--- config.mk ---
export PLATFORM = sky130hd
export DESIGN_NAME = adder_share_arbiter
export DESIGN_NICKNAME = d
export VERILOG_FILES = /design/src/rtl/adder_share_arbiter.sv
export SDC_FILE = /design/constraint.sdc
export NUM_CORES = 1
export LEC_CHECK = 0
export ABC_AREA = 1
export BUFFER_PORTS_ARGS = -buffer_cell sky130_fd_sc_hd__buf_4
export CAP_MARGIN = 10
export CORE_ASPECT_RATIO = 0.9
export CORE_MARGIN = 2
export CORE_UTILIZATION = 53
export CTS_BUF_LIST = sky130_fd_sc_hd__clkbuf_16
export DETAILED_ROUTE_END_ITERATION = 12
export HOLD_SLACK_MARGIN = 0.03
export PLACE_DENSITY = 0.81
export SLEW_MARGIN = 20
export SYNTH_ARGS = -nofsm -noshare
export SYNTH_HDL_FRONTEND = slang
export SYNTH_SLANG_ARGS = --single-unit
--- constraint.sdc ---
create_clock -name clk -period 2.8 [get_ports clk]
set_input_delay 0.14 -clock clk [delete_from_list [all_inputs] [get_ports clk]]
set_output_delay 0.14 -clock clk [all_outputs]
set_load 0.01 [all_outputs]
--- src/rtl/adder_share_arbiter.sv ---
// rtl/adder_share_arbiter.sv - two-requester arbiter sharing one 3-bit ripple-carry adder

module parallel_adder_3bit (
  input  logic [2:0] a,
  input  logic [2:0] b,
  output logic [3:0] q
);
  logic [3:0] c;

  assign c[0] = 1'b0;

  // Three chained full adders; the final carry becomes sum bit 3
  for (genvar i = 0; i < 3; i++) begin : g_fa
    assign q[i]   = a[i] ^ b[i] ^ c[i];
    assign c[i+1] = (a[i] & b[i]) | (c[i] & (a[i] ^ b[i]));
  end

  assign q[3] = c[3];
endmodule

module adder_share_arbiter #(
  parameter int FIXED_PRIO = 0,
  parameter int CNT_W      = 8
) (
  input  logic             clk,
  input  logic             rst_n,
  input  logic             req0,
  input  logic [2:0]       a0,
  input  logic [2:0]       b0,
  output logic             gnt0,
  input  logic             req1,
  input  logic [2:0]       a1,
  input  logic [2:0]       b1,
  output logic             gnt1,
  output logic [3:0]       sum,
  output logic             sum_id,
  output logic             sum_valid,
  input  logic             sum_ready,
  output logic             busy,
  output logic [CNT_W-1:0] ops_count
);
  typedef enum logic [1:0] {IDLE, CALC, HOLD} state_t;

  localparam logic [CNT_W-1:0] CNT_ONE = {{(CNT_W-1){1'b0}}, 1'b1};

  state_t     state;
  logic [2:0] op_a;
  logic [2:0] op_b;
  logic       win;
  logic       rr;
  logic       tie_to1;
  logic       pick1;
  logic [3:0] adder_q;

  // On a tie, round-robin follows the pointer; fixed priority always favours req0
  assign tie_to1 = (FIXED_PRIO == 0) ? rr : 1'b0;
  assign pick1   = req1 & (~req0 | tie_to1);
  assign busy    = (state != IDLE);

  parallel_adder_3bit u_adder (
    .a (op_a),
    .b (op_b),
    .q (adder_q)
  );

  // Arbitration FSM: capture winner's operands, register the sum, hold until accepted
  always_ff @(posedge clk or negedge rst_n) begin
    if (!rst_n) begin
      state     <= IDLE;
      op_a      <= 3'd0;
      op_b      <= 3'd0;
      win       <= 1'b0;
      rr        <= 1'b0;
      gnt0      <= 1'b0;
      gnt1      <= 1'b0;
      sum       <= 4'd0;
      sum_id    <= 1'b0;
      sum_valid <= 1'b0;
      ops_count <= '0;
    end else begin
      case (state)
        IDLE: begin
          gnt0 <= 1'b0;
          gnt1 <= 1'b0;
          if (req0 | req1) begin
            win   <= pick1;
            op_a  <= pick1 ? a1 : a0;
            op_b  <= pick1 ? b1 : b0;
            gnt0  <= ~pick1;
            gnt1  <= pick1;
            state <= CALC;
          end
        end
        CALC: begin
          gnt0      <= 1'b0;
          gnt1      <= 1'b0;
          sum       <= adder_q;
          sum_id    <= win;
          sum_valid <= 1'b1;
          state     <= HOLD;
        end
        HOLD: begin
          if (sum_ready) begin
            sum_valid <= 1'b0;
            ops_count <= ops_count + CNT_ONE;
            rr        <= ~win;
            state     <= IDLE;
          end
        end
        default: state <= IDLE;
      endcase
    end
  end
endmodule

==> flow_results.org <==
** Route
- Post-detailed-route via-to-cell ratio :: 5.015
- Post-route DRC violation count :: 0
- Final wirelength :: 2.414 mm
- The first routing iteration left 18 violations.
- Number of vias after detailed routing :: 1003
- Final ANT Viol Nets :: 0
- Dividing the detail-routed wire length by the instance count gives 12.07 um.
- Length of the first detailed-routing pass in iterations :: 4

** Setup path
- Worst Setup End Kind :: register
- Class of the most critical setup path :: reg -> reg
- Along the worst path, the maximum fanout reaches 2.
- Broken down by cell family, the worst path's largest delay share belongs to adder cells.
- Maximum cell stage delay along the critical path :: 0.41 ns
- Most common cell on crit path :: sky130_fd_sc_hd__fa_1
- Slowest cell on the critical path :: sky130_fd_sc_hd__fa_1
- Worst endpoint data arrival time :: 1.88 ns
- Counting both buffers and inverters, the worst setup path holds a total of 1.
- The worst setup path is launched from a register.
- Cell Chain, Critical Path :: ha_1 -> fa_1 -> inv_1 -> fa_1 -> o21ai_0
- STA puts the critical path data required time at 2.97 ns.

** Power
- The internal power of the cells totals 0.001021 W.
- In this run the power spent charging and discharging nets is 0.0005962 W.
- Peak ir drop on the vdd network :: 0.7516 mV
- In this run the static leakage power is 0.8640 nW.
- For this design the ratio of total power to cell area is 1002 nW/um2.
- Of the total power, combinational logic draws 40.3%.
- Switch share :: 36.86%
- Fraction of power consumed by sequential logic :: 40.8%
- In this run, the clock network consumes 18.9% of the power.

** Floorplanning
- The die covers 2768 um2.
- Effective utilization at floorplan :: 56.87%
- From left edge to right edge, the die measures 55.24 um.
- During I/O placement, the number of pins put on the boundary was 34.
- The region available for standard cell placement spans 2202 um2.
- Measured along the y axis, the die boundary spans 50.12 um.
- Number of standard-cell rows in the floorplan :: 16

** Timing
- Final total negative setup slack :: 0 ns
- Highest attainable clock frequency :: 584.1 MHz
- Post-route minimum period :: 1.712 ns
- Final setup skew :: 0.001966 ns
- Of the available clock period, the critical path in the final layout requires 61.15%.
- The worst pin sits at a relative slew slack of 77.36%.
- The total count of max-transition violations in the final report is 0.
- Setup repair after global routing left no endpoint under its margin.
- Setup violations remaining at the end of the flow were counted as 0.
- The total count of hold-check failures in the final report is 0.
- Worst Tran Pin Value :: 0.3383 ns

** Placement
- Routability cong. :: 0.7889
- Post-DP HPWL :: 1.845 mm
- Cell total after placement :: 196
- In this run the tool buffered the top-level ports with 33 buffer cells.

** Clocking
- Clock tree synthesis inserted a total of 3 buffers.
- The clock reaches the later pin of the worst-skew pair after 0.25 ns.
- CTS Root Cell :: sky130_fd_sc_hd__clkbuf_16
- Clock-pin slew was measured on the worst setup and hold paths at 0.06 ns.
- TritonCTS built the clock tree.
- Clk sinks :: 26
- Once the clock tree was built, the resizer swapped 0 gates to a different size.
- Maximum buffer depth of the clock tree :: 2
- Htree depth :: 1

** Yosys
- Summing the areas of all fa, ha and maj instances in the mapped netlist gives 5.195% of the synthesized area.
- The commonest cells after synthesis are sky130_fd_sc_hd__nand2_1, sky130_fd_sc_hd__dfrtp_1, sky130_fd_sc_hd__inv_1, sky130_fd_sc_hd__nand3_1.
- Synthesis produced a netlist with a net count of 158.
- Area leader, netlist :: sky130_fd_sc_hd__dfrtp_1
- The synthesized netlist devotes 24.88% of its cell area to simple gates.
- Most instantiated flip-flop cell in the synthesis netlist :: sky130_fd_sc_hd__dfrtp_1
- Synth Area in Compound Gates :: 5.894%
- After synthesis, flip-flops and latches occupy 51.95% of the total area.
- Post-Syn Area :: 1252 um2
- Of the total synthesized cell area, the portion taken by XOR and XNOR cells is 2.797%.
- Yosys instantiated no cell more often than sky130_fd_sc_hd__nand2_1.
- Each instance of the synthesized netlist takes up on average 9.142 um2.
- Post-synthesis sequential element count :: 26
- Synth cell types :: 20
- Ys Warns :: 0
- Top cell type's share of synthesized area :: 51.95%
- Largest family of logic cells by synthesized area :: simple AND/OR/NAND/NOR gates
- Measured against the total synthesized area, the mux share comes to 1.798%.
- Gate count of the mapped netlist :: 137
- Share of async-settable or async-resettable flops after synthesis :: 100.0%
- Top post-synthesis cells by area :: sky130_fd_sc_hd__dfrtp_1, sky130_fd_sc_hd__nand2_1, sky130_fd_sc_hd__inv_1
- EDFF count, synth :: 0

** Global routing
- The number of antenna violations at the first check in global routing is 0.
- Global-route wire length before repair :: 4.367 mm
- Total global routing track utilization :: 20.17%
- Entering global routing, the biggest net connects 27 pins.
- Global routing finished with a remaining overflow of 0.
- The number of global-route vias before repair is 1041.

** Final layout
- Measured on the finished design, the core utilization comes to 73.30%.
- At the end of the flow, the number of nets in the layout was 196.
- Leaving out filler cells and counting taps, the final layout contains 200.
- 0 antenna diodes ended up in the layout.
- Relative to the synthesized area, the layout overhead comes to 28.87%.
- The post-route netlist has 29.48% of its cells at a drive strength greater than 1.

** Job
- The tool flagged a number of max-cap violations equal to 0.

** Status
- Outcome :: finished clean

** Min path
- Worst hold path type :: in -> reg
through the flow:
| step | worst slack, ns | hold slack [ns] | area (um2) | power [W] |
|---|---|---|---|---|
| floorplan | 1.218 | -0.1556 | 1252 | 0.001053 |
| global placement | 1.194 | 0.05793 | 1529 | 0.001280 |
| detailed placement | 1.128 | 0.05949 | 1529 | 0.001319 |
| CTS | 1.079 | 0.1059 | 1614 | 0.001637 |
| global route | 1.039 | 0.1259 | 1614 | 0.001754 |
| finish | 1.088 | 0.1027 | 1614 | 0.001617 |
logic make-up (layout without fill, tap and decap cells):
logic type / Yosys count / after routing
compound gates: 11 / 11
xor+xnor: 4 / 4
fa+ha+maj: 4 / 4
buf+inv: 24 / 60
flops: 26 / 26
mux: 2 / 2
simple gates: 66 / 66
power by group through the flow:
stage / clock network, W / logic, W / registers (W)
2_1_floorplan: 0 / 0.000377 / 0.000676
3_3_place_gp: 0 / 0.000630 / 0.000650
3_5_place_dp: 0 / 0.000658 / 0.000661
4_1_cts: 0.000312 / 0.000666 / 0.000659
5_1_grt: 0.000329 / 0.000743 / 0.000683
6_report: 0.000305 / 0.000652 / 0.000660
path summary, 6_finish.rpt:
path	from	to	slack [ns]	cells after the start
hold reg to reg	win	rr	0.47	1
max in group asynchronous	rst_n	ops_count[7]	2.22	2
setup reg to reg	op_b[0]	sum[2]	1.09	5
min in group asynchronous	rst_n	ops_count[2]	0.33	2
setup / recovery	op_b[0]	sum[2]	1.09	5
hold / removal	sum_ready	state[1]	0.10	2
registers in the layout (all words and copies together), names as in the netlist:
name / count
sum_id: 1
state: 2
win: 1
gnt1: 1
op_b: 3
sum: 4
gnt0: 1
sum_valid: 1
op_a: 3
ops_count: 8
rr: 1
cell usage in the layout (no fill, tap or decap), drive strengths merged:
cell type	n
nor2	10
xor2	2
clkbuf	3
buf	33
dlygate4sd3	1
xnor2	2
fa	2
mux2	2
inv	23
o21ai	11
nand2	44
dfrtp	26
ha	2
nand3	12
timing repair:
item	4_1_cts	5_1_grt
hold endpoints to repair	26	0
setup buffers	0	0
hold buffers	1	0
final cells by class:
cell class	count	area, um2
clock buffers	3	75.07
repair buffers	34	257.7
well taps	27	33.78
multi-input cells	87	508.0
flip-flops and latches	26	650.6
inverters	23	88.84
fillers	171	588.1
routing by layer:
| metal | global-route usage [%] | vias to the layer above | routed length, um |
|---|---|---|---|
| li1 | - | 493 | - |
| met2 | 34.33 | 35 | 1165 |
| met3 | 3.937 | 5 | 137 |
| met4 | 9.756 | 0 | 55 |
| met1 | 24.66 | 470 | 1056 |
| met5 | 0 | - | 0 |
(Power assumes the default switching activity.)
